<file path="src/rtl/rf_seq_pkg.sv">
// Shared constants and types for the register-file ALU sequencer.
// Holds datapath widths, opcode values, FSM state encoding and the
// latched command record used by rf_alu_sequencer and rf_seq_alu.
package rf_seq_pkg;

    localparam int DATA_W   = 8;   // datapath width, matches the RF
    localparam int SEL_W    = 4;   // RF select width (MSB always 0)
    localparam int NUM_REGS = 8;
    localparam int IDX_W    = 3;   // register index width, log2(NUM_REGS)
    localparam int OP_W     = 3;

    // Opcodes
    localparam logic [OP_W-1:0] OP_ADD = 3'd0;
    localparam logic [OP_W-1:0] OP_SUB = 3'd1;
    localparam logic [OP_W-1:0] OP_AND = 3'd2;
    localparam logic [OP_W-1:0] OP_OR  = 3'd3;
    localparam logic [OP_W-1:0] OP_XOR = 3'd4;
    localparam logic [OP_W-1:0] OP_LDI = 3'd5;
    localparam logic [OP_W-1:0] OP_MOV = 3'd6;
    localparam logic [OP_W-1:0] OP_CMP = 3'd7;

    // FSM state encoding
    localparam logic [1:0] ST_IDLE = 2'd0;
    localparam logic [1:0] ST_RD_A = 2'd1;
    localparam logic [1:0] ST_RD_B = 2'd2;
    localparam logic [1:0] ST_WB   = 2'd3;

    // Command fields captured at accept and held until write-back.
    typedef struct packed {
        logic [OP_W-1:0]   op;
        logic [IDX_W-1:0]  dst;
        logic [IDX_W-1:0]  src_a;
        logic [IDX_W-1:0]  src_b;
        logic [DATA_W-1:0] imm;
    } cmd_t;

    // Widen a 3-bit register index to the RF select width.
    function automatic logic [SEL_W-1:0] rf_sel(input logic [IDX_W-1:0] idx);
        return {1'b0, idx};
    endfunction

endpackage

</file>
<file path="src/rtl/rf_seq_alu.sv">
// Purpose: combinational ALU for the RF sequencer: {op, op_a, op_b, imm} -> {result, zero, carry}.
// Latency: zero cycles (pure combinational).
// Backpressure: none; the sequencer samples the outputs only in its write-back state.
//
// Ports:
//   op            opcode (rf_seq_pkg OP_*)
//   op_a, op_b    operands read from the RF
//   imm           immediate used by LDI
//   result        8-bit result (mod 256)
//   zero          result == 0, for every opcode including CMP
//   carry         ADD carry-out, SUB/CMP borrow (A < B unsigned), else 0
module rf_seq_alu
    import rf_seq_pkg::*;
(
    input  logic [OP_W-1:0]   op,
    input  logic [DATA_W-1:0] op_a,
    input  logic [DATA_W-1:0] op_b,
    input  logic [DATA_W-1:0] imm,
    output logic [DATA_W-1:0] result,
    output logic              zero,
    output logic              carry
);

    logic [DATA_W:0] sum9;
    logic [DATA_W:0] diff9;

    // Zero-extended 9-bit arithmetic: bit 8 of the sum is the carry-out,
    // bit 8 of the difference is set exactly when op_a < op_b (borrow).
    assign sum9  = {1'b0, op_a} + {1'b0, op_b};
    assign diff9 = {1'b0, op_a} - {1'b0, op_b};

    always_comb begin
        result = '0;
        carry  = 1'b0;
        case (op)
            OP_ADD: begin
                result = sum9[DATA_W-1:0];
                carry  = sum9[DATA_W];
            end
            OP_SUB, OP_CMP: begin
                result = diff9[DATA_W-1:0];
                carry  = diff9[DATA_W];
            end
            OP_AND:  result = op_a & op_b;
            OP_OR:   result = op_a | op_b;
            OP_XOR:  result = op_a ^ op_b;
            OP_LDI:  result = imm;
            OP_MOV:  result = op_a;
            default: result = '0;
        endcase
    end

    assign zero = (result == '0);

endmodule

</file>
<file path="src/rtl/rf_alu_sequencer.sv">
// Purpose: single-command ALU sequencer driving the 8x8 register file's read and write ports.
// Latency: accept->write-back 1 cycle (LDI), 2 (MOV), 3 (ADD/SUB/AND/OR/XOR/CMP).
// Backpressure: cmd_ready high only in IDLE; one command in flight, no accept during WB.
//
// Ports:
//   clk, reset                    clock, synchronous active-high reset
//   cmd_valid/cmd_ready           command handshake
//   cmd_op, cmd_dst, cmd_src_a,
//   cmd_src_b, cmd_imm            command fields, latched at accept
//   rf_rd_sel / rf_rd_data        RF read port (data is combinational from the RF)
//   rf_wr_sel, rf_wr_en,
//   rf_wr_data                    RF write port, active in WB only
//   res_valid                     one-cycle completion pulse (the WB cycle)
//   res_data, res_zero, res_carry result and flags, held until next completion
module rf_alu_sequencer
    import rf_seq_pkg::*;
(
    input  logic              clk,
    input  logic              reset,
    input  logic              cmd_valid,
    output logic              cmd_ready,
    input  logic [OP_W-1:0]   cmd_op,
    input  logic [IDX_W-1:0]  cmd_dst,
    input  logic [IDX_W-1:0]  cmd_src_a,
    input  logic [IDX_W-1:0]  cmd_src_b,
    input  logic [DATA_W-1:0] cmd_imm,
    output logic [SEL_W-1:0]  rf_rd_sel,
    input  logic [DATA_W-1:0] rf_rd_data,
    output logic [SEL_W-1:0]  rf_wr_sel,
    output logic              rf_wr_en,
    output logic [DATA_W-1:0] rf_wr_data,
    output logic              res_valid,
    output logic [DATA_W-1:0] res_data,
    output logic              res_zero,
    output logic              res_carry
);

    logic [1:0]        state;
    cmd_t              cmd_q;
    logic [DATA_W-1:0] op_a_q;
    logic [DATA_W-1:0] op_b_q;
    logic [DATA_W-1:0] res_data_q;
    logic              res_zero_q;
    logic              res_carry_q;

    logic [DATA_W-1:0] alu_result;
    logic              alu_zero;
    logic              alu_carry;
    logic              in_wb;

    rf_seq_alu u_alu (
        .op     (cmd_q.op),
        .op_a   (op_a_q),
        .op_b   (op_b_q),
        .imm    (cmd_q.imm),
        .result (alu_result),
        .zero   (alu_zero),
        .carry  (alu_carry)
    );

    always_ff @(posedge clk) begin
        if (reset) begin
            state       <= ST_IDLE;
            cmd_q       <= '0;
            op_a_q      <= '0;
            op_b_q      <= '0;
            res_data_q  <= '0;
            res_zero_q  <= 1'b0;
            res_carry_q <= 1'b0;
        end else begin
            case (state)
                ST_IDLE: begin
                    if (cmd_valid) begin
                        cmd_q.op    <= cmd_op;
                        cmd_q.dst   <= cmd_dst;
                        cmd_q.src_a <= cmd_src_a;
                        cmd_q.src_b <= cmd_src_b;
                        cmd_q.imm   <= cmd_imm;
                        // LDI needs no operands and goes straight to write-back.
                        state       <= (cmd_op == OP_LDI) ? ST_WB : ST_RD_A;
                    end
                end
                ST_RD_A: begin
                    op_a_q <= rf_rd_data;
                    state  <= (cmd_q.op == OP_MOV) ? ST_WB : ST_RD_B;
                end
                ST_RD_B: begin
                    op_b_q <= rf_rd_data;
                    state  <= ST_WB;
                end
                ST_WB: begin
                    res_data_q  <= alu_result;
                    res_zero_q  <= alu_zero;
                    res_carry_q <= alu_carry;
                    state       <= ST_IDLE;
                end
                default: state <= ST_IDLE;
            endcase
        end
    end

    // Outputs are decoded from state and gated by reset so that the reset
    // cycle itself issues no write and presents all-zero outputs, whatever
    // state the FSM happened to be in.
    assign in_wb     = !reset && (state == ST_WB);
    assign cmd_ready = !reset && (state == ST_IDLE);

    always_comb begin
        rf_rd_sel = '0;
        if (!reset) begin
            if (state == ST_RD_A)
                rf_rd_sel = rf_sel(cmd_q.src_a);
            else if (state == ST_RD_B)
                rf_rd_sel = rf_sel(cmd_q.src_b);
        end
    end

    assign rf_wr_en   = in_wb && (cmd_q.op != OP_CMP);
    assign rf_wr_sel  = in_wb ? rf_sel(cmd_q.dst) : '0;
    assign rf_wr_data = in_wb ? alu_result : '0;

    // The result is presented live during the completion cycle and then
    // held from the registered copy, so it is valid alongside res_valid.
    assign res_valid = in_wb;
    assign res_data  = reset ? '0   : (in_wb ? alu_result : res_data_q);
    assign res_zero  = reset ? 1'b0 : (in_wb ? alu_zero   : res_zero_q);
    assign res_carry = reset ? 1'b0 : (in_wb ? alu_carry  : res_carry_q);

endmodule

</file>
<file path="config.mk">
export PLATFORM = sky130hd
export DESIGN_NAME = rf_alu_sequencer
export DESIGN_NICKNAME = d
export VERILOG_FILES = /design/src/rtl/rf_seq_pkg.sv /design/src/rtl/rf_seq_alu.sv /design/src/rtl/rf_alu_sequencer.sv
export SDC_FILE = /design/constraint.sdc
export NUM_CORES = 1
export LEC_CHECK = 0
export BUFFER_PORTS_ARGS = -buffer_cell sky130_fd_sc_hd__buf_2
export CORE_MARGIN = 3
export CORE_UTILIZATION = 55
export DETAILED_ROUTE_END_ITERATION = 12
export GPL_ROUTABILITY_DRIVEN = 0
export HOLD_SLACK_MARGIN = 0.06
export PLACE_DENSITY = 0.79
export RECOVER_POWER = 25
export SLEW_MARGIN = 20
export SYNTH_ARGS = -nofsm -noshare
export SYNTH_HDL_FRONTEND = slang
export SYNTH_HIERARCHICAL = 1
export SYNTH_SLANG_ARGS = --single-unit
</file>
<file path="constraint.sdc">
create_clock -name clk -period 5.05 [get_ports clk]
set_input_delay 0 -clock clk [delete_from_list [all_inputs] [get_ports clk]]
set_output_delay 0 -clock clk [all_outputs]
set_load 0.05 [all_outputs]
</file>
==> impl_metrics.json <==
{
  "cts_tree": "done",
  "grt_max_degree": 64,
  "crit_fanout": 6,
  "cp-end-kind": "output pin",
  "cts-root-buf": "clkbuf_8",
  "layout_min_cycle_time_ps": 3320,
  "postCtsSetupRepairBufs": 0,
  "syn-cell-area_um2": 3390,
  "cts_made_buffers": 5,
  "reg2reg_from": "cmd_q[17]$_SDFFE_PP0P_",
  "clock.fmax_mhz": 301,
  "wl_per_cell_um": 15.6,
  "ys_ff_latch": 48,
  "p_clk_frac": 0.130,
  "synth.distinct_cells": 65,
  "r2r-end": "res_zero_q$_SDFFE_PP0N_",
  "r2r_setup_slack_ps": 2220,
  "layout-drive-gt1-share": 0.159,
  "leakagePower_nw": 1.67,
  "outcome": "complete, no violations",
  "clock_path_buffers": 2,
  "clock-sinks": 48,
  "finClkSkew_ps": 3.15,
  "io_buffers": 57,
  "vias": 3179,
  "yosysMostFrequentCell": "nor2_1",
  "slew_headroom": 0.410,
  "synthesis.instances": 418,
  "holdBufCountCts": 28,
  "p_int_uw": 914,
  "grt_overflow": 0,
  "irDropWorstVdd_uv": 262,
  "synthToLayoutAreaGrowth_pct": 16.6,
  "fin_nets": 548,
  "core-area_um2": 5740,
  "totalWireLength_um": 8710,
  "reg2reg_depth": 9,
  "startpoint_type": "flop",
  "setup_violations": 0,
  "fp-row-count": 27,
  "cp.required_ps": 5050,
  "min-delay-start": "cmd_valid",
  "grt_usage": 0.245,
  "grt_pass1_wl_um": 14400,
  "die_area_um2": 7140,
  "initial_core_util": 0.590,
  "tightest_slew_ps": 884,
  "clock_latency_ps": 300,
  "first_iter_violations": 318,
  "p_seq_frac": 0.311,
  "yosysSeqAreaShare": 0.283,
  "pin_count": 60,
  "utilization": 0.688,
  "synth_commonest_cells": "56 x nor2_1, 50 x nand2_1, 48 x dfxtp_1",
  "timing.final.crit_share": 0.658,
  "cp.arrival_ps": 3320,
  "hold_class": "in2reg",
  "grt_pass1_vias": 3062,
  "drc_errors": 0,
  "ys_async_sr_fraction": 0,
  "synthTopCellsByArea": "dfxtp_1 28%, ha_1 11%, mux2i_1 9.4%",
  "path_class": "reg2out",
  "total_power_mw": 1.70,
  "drv_slew": 0,
  "switching_share": 0.463,
  "rsz0062_at_grt": "no",
  "antenna_found_initial": 0,
  "antenna-diode-count": 0,
  "synth_edf_count": 0,
  "hpwl_um": 6110,
  "clk_pin_slew_ps": 80,
  "die-height_um": 84.5,
  "placed_cells": 522,
  "endpoint": "res_zero",
  "ys.flop_type": "dfxtp_1",
  "synth_top_area_frac": 0.283,
  "tns_ps": 0,
  "power_density_nw_per_um2": 431,
  "drtAntennaViolNets": 0,
  "cts_resized": 0,
  "comb_power_share": 0.558,
  "critPathLaunch": "op_a_q[1]$_SDFFE_PP0P_",
  "via_per_inst": 5.71,
  "synth_warnings": 6,
  "die_x_um": 84.5,
  "htreeDepth": 2,
  "final_cells": 557,
  "cap_violations": 0,
  "dr.pass1.iters": 5,
  "synth_area_per_cell_um2": 8.11,
  "hold_viol": 0,
  "switching_power_uw": 790,
  "yosysTopAreaCell": "dfxtp_1"
}
-- worst min path at each step --
| stage | endpoint | slack, ps | cells past startpoint |
|---|---|---|---|
| 6_report | state[1]$_SDFFE_PP0P_ | 100 | 3 |
| 5_1_grt | state[1]$_SDFFE_PP0P_ | 120 | 3 |
| 4_1_cts | state[1]$_SDFFE_PP0P_ | 80 | 3 |
| 3_5_place_dp | cmd_q[9]$_SDFFE_PP0P_ | 250 | 3 |
| 3_3_place_gp | cmd_q[11]$_SDFFE_PP0P_ | 240 | 3 |
| 2_1_floorplan | cmd_q[14]$_SDFFE_PP0P_ | 140 | 2 |
-- critical path, stage by stage (launching register included) --
cell	delay, ps
dfxtp_1	470
inv_1	120
ha_1	370
o21ba_2	230
nor4_1	260
nor3_2	120
o22ai_1	210
mux2i_1	110
a211o_1	360
nor4_2	270
mux2i_1	130
nor2_1	110
buf_2	270
-- flip-flops by register name, indices dropped and copies added (netlist names) --
register and count:
res_data_q 8, op_a_q 8, op_b_q 8, res_carry_q 1, state 2, cmd_q 20
res_zero_q 1
-- power by group through the flow --
stage | registers, mW | clock network, mW | logic [mW]
floorplan | 0.501 | 0 | 0.777
global placement | 0.533 | 0 | 0.890
detailed placement | 0.538 | 0 | 0.915
CTS | 0.529 | 0.226 | 0.938
global route | 0.543 | 0.243 | 1.04
finish | 0.531 | 0.222 | 0.951
-- layout make-up --
type / count / area, µm²
clock buffers: 5 / 68.8
fillers: 485 / 1790
well taps: 72 / 90.1
flip-flops and latches: 48 / 961
clock inverters: 2 / 12.5
repair buffers: 86 / 572
multi-input cells: 317 / 2150
inverters: 27 / 101
-- routing by layer --
metal | track usage | wire length (µm) | vias up
met5 | 0 | 0 | -
met4 | 0.0705 | 160 | 0
met3 | 0.0402 | 433 | 17
met2 | 0.423 | 4390 | 117
met1 | 0.314 | 3720 | 1481
li1 | - | - | 1564
-- stage by stage --
step / hold WS [ps] / instance area, µm² / setup WS [ps]
global route: 118 / 3950 / 1460
floorplan: 136 / 3390 / 2140
detailed placement: 247 / 3590 / 2100
CTS: 83.2 / 3960 / 1760
finish: 99.7 / 3950 / 1730
global placement: 241 / 3590 / 2230
-- kinds of logic after synthesis --
logic type | Yosys count | share of synthesized area
and+or+nand+nor | 154 | 0.217
xor gates and xnor gates | 2 | 0.00517
DFF | 48 | 0.283
AOI/OAI and AO/OA | 95 | 0.192
adders and majority gates | 32 | 0.123
muxes | 32 | 0.0945
buffers and inverters | 54 | 0.0841
other | 1 | 0.00111
-- cells in the final DEF, fill, tap and decap left out, drive strengths merged, types with 3 or more instances in the layout --
cell type	netlist	final
nand4b	3	3
a31oi	3	3
nor2b	4	4
a21o	3	3
and2b	3	3
o22ai	6	6
dlygate4sd3	0	28
nand2b	6	6
clkbuf	3	6
buf	24	57
a221oi	3	3
nor2	57	57
a211oi	5	5
and2	12	12
dfxtp	48	48
mux2i	32	32
nand3	6	6
nand2	50	50
ha	30	30
inv	27	27
o21ai	11	11
nor3	4	4
a22oi	4	4
a21oi	34	34
nor4	3	3
Note: power is estimated with default switching activity, not from simulation.
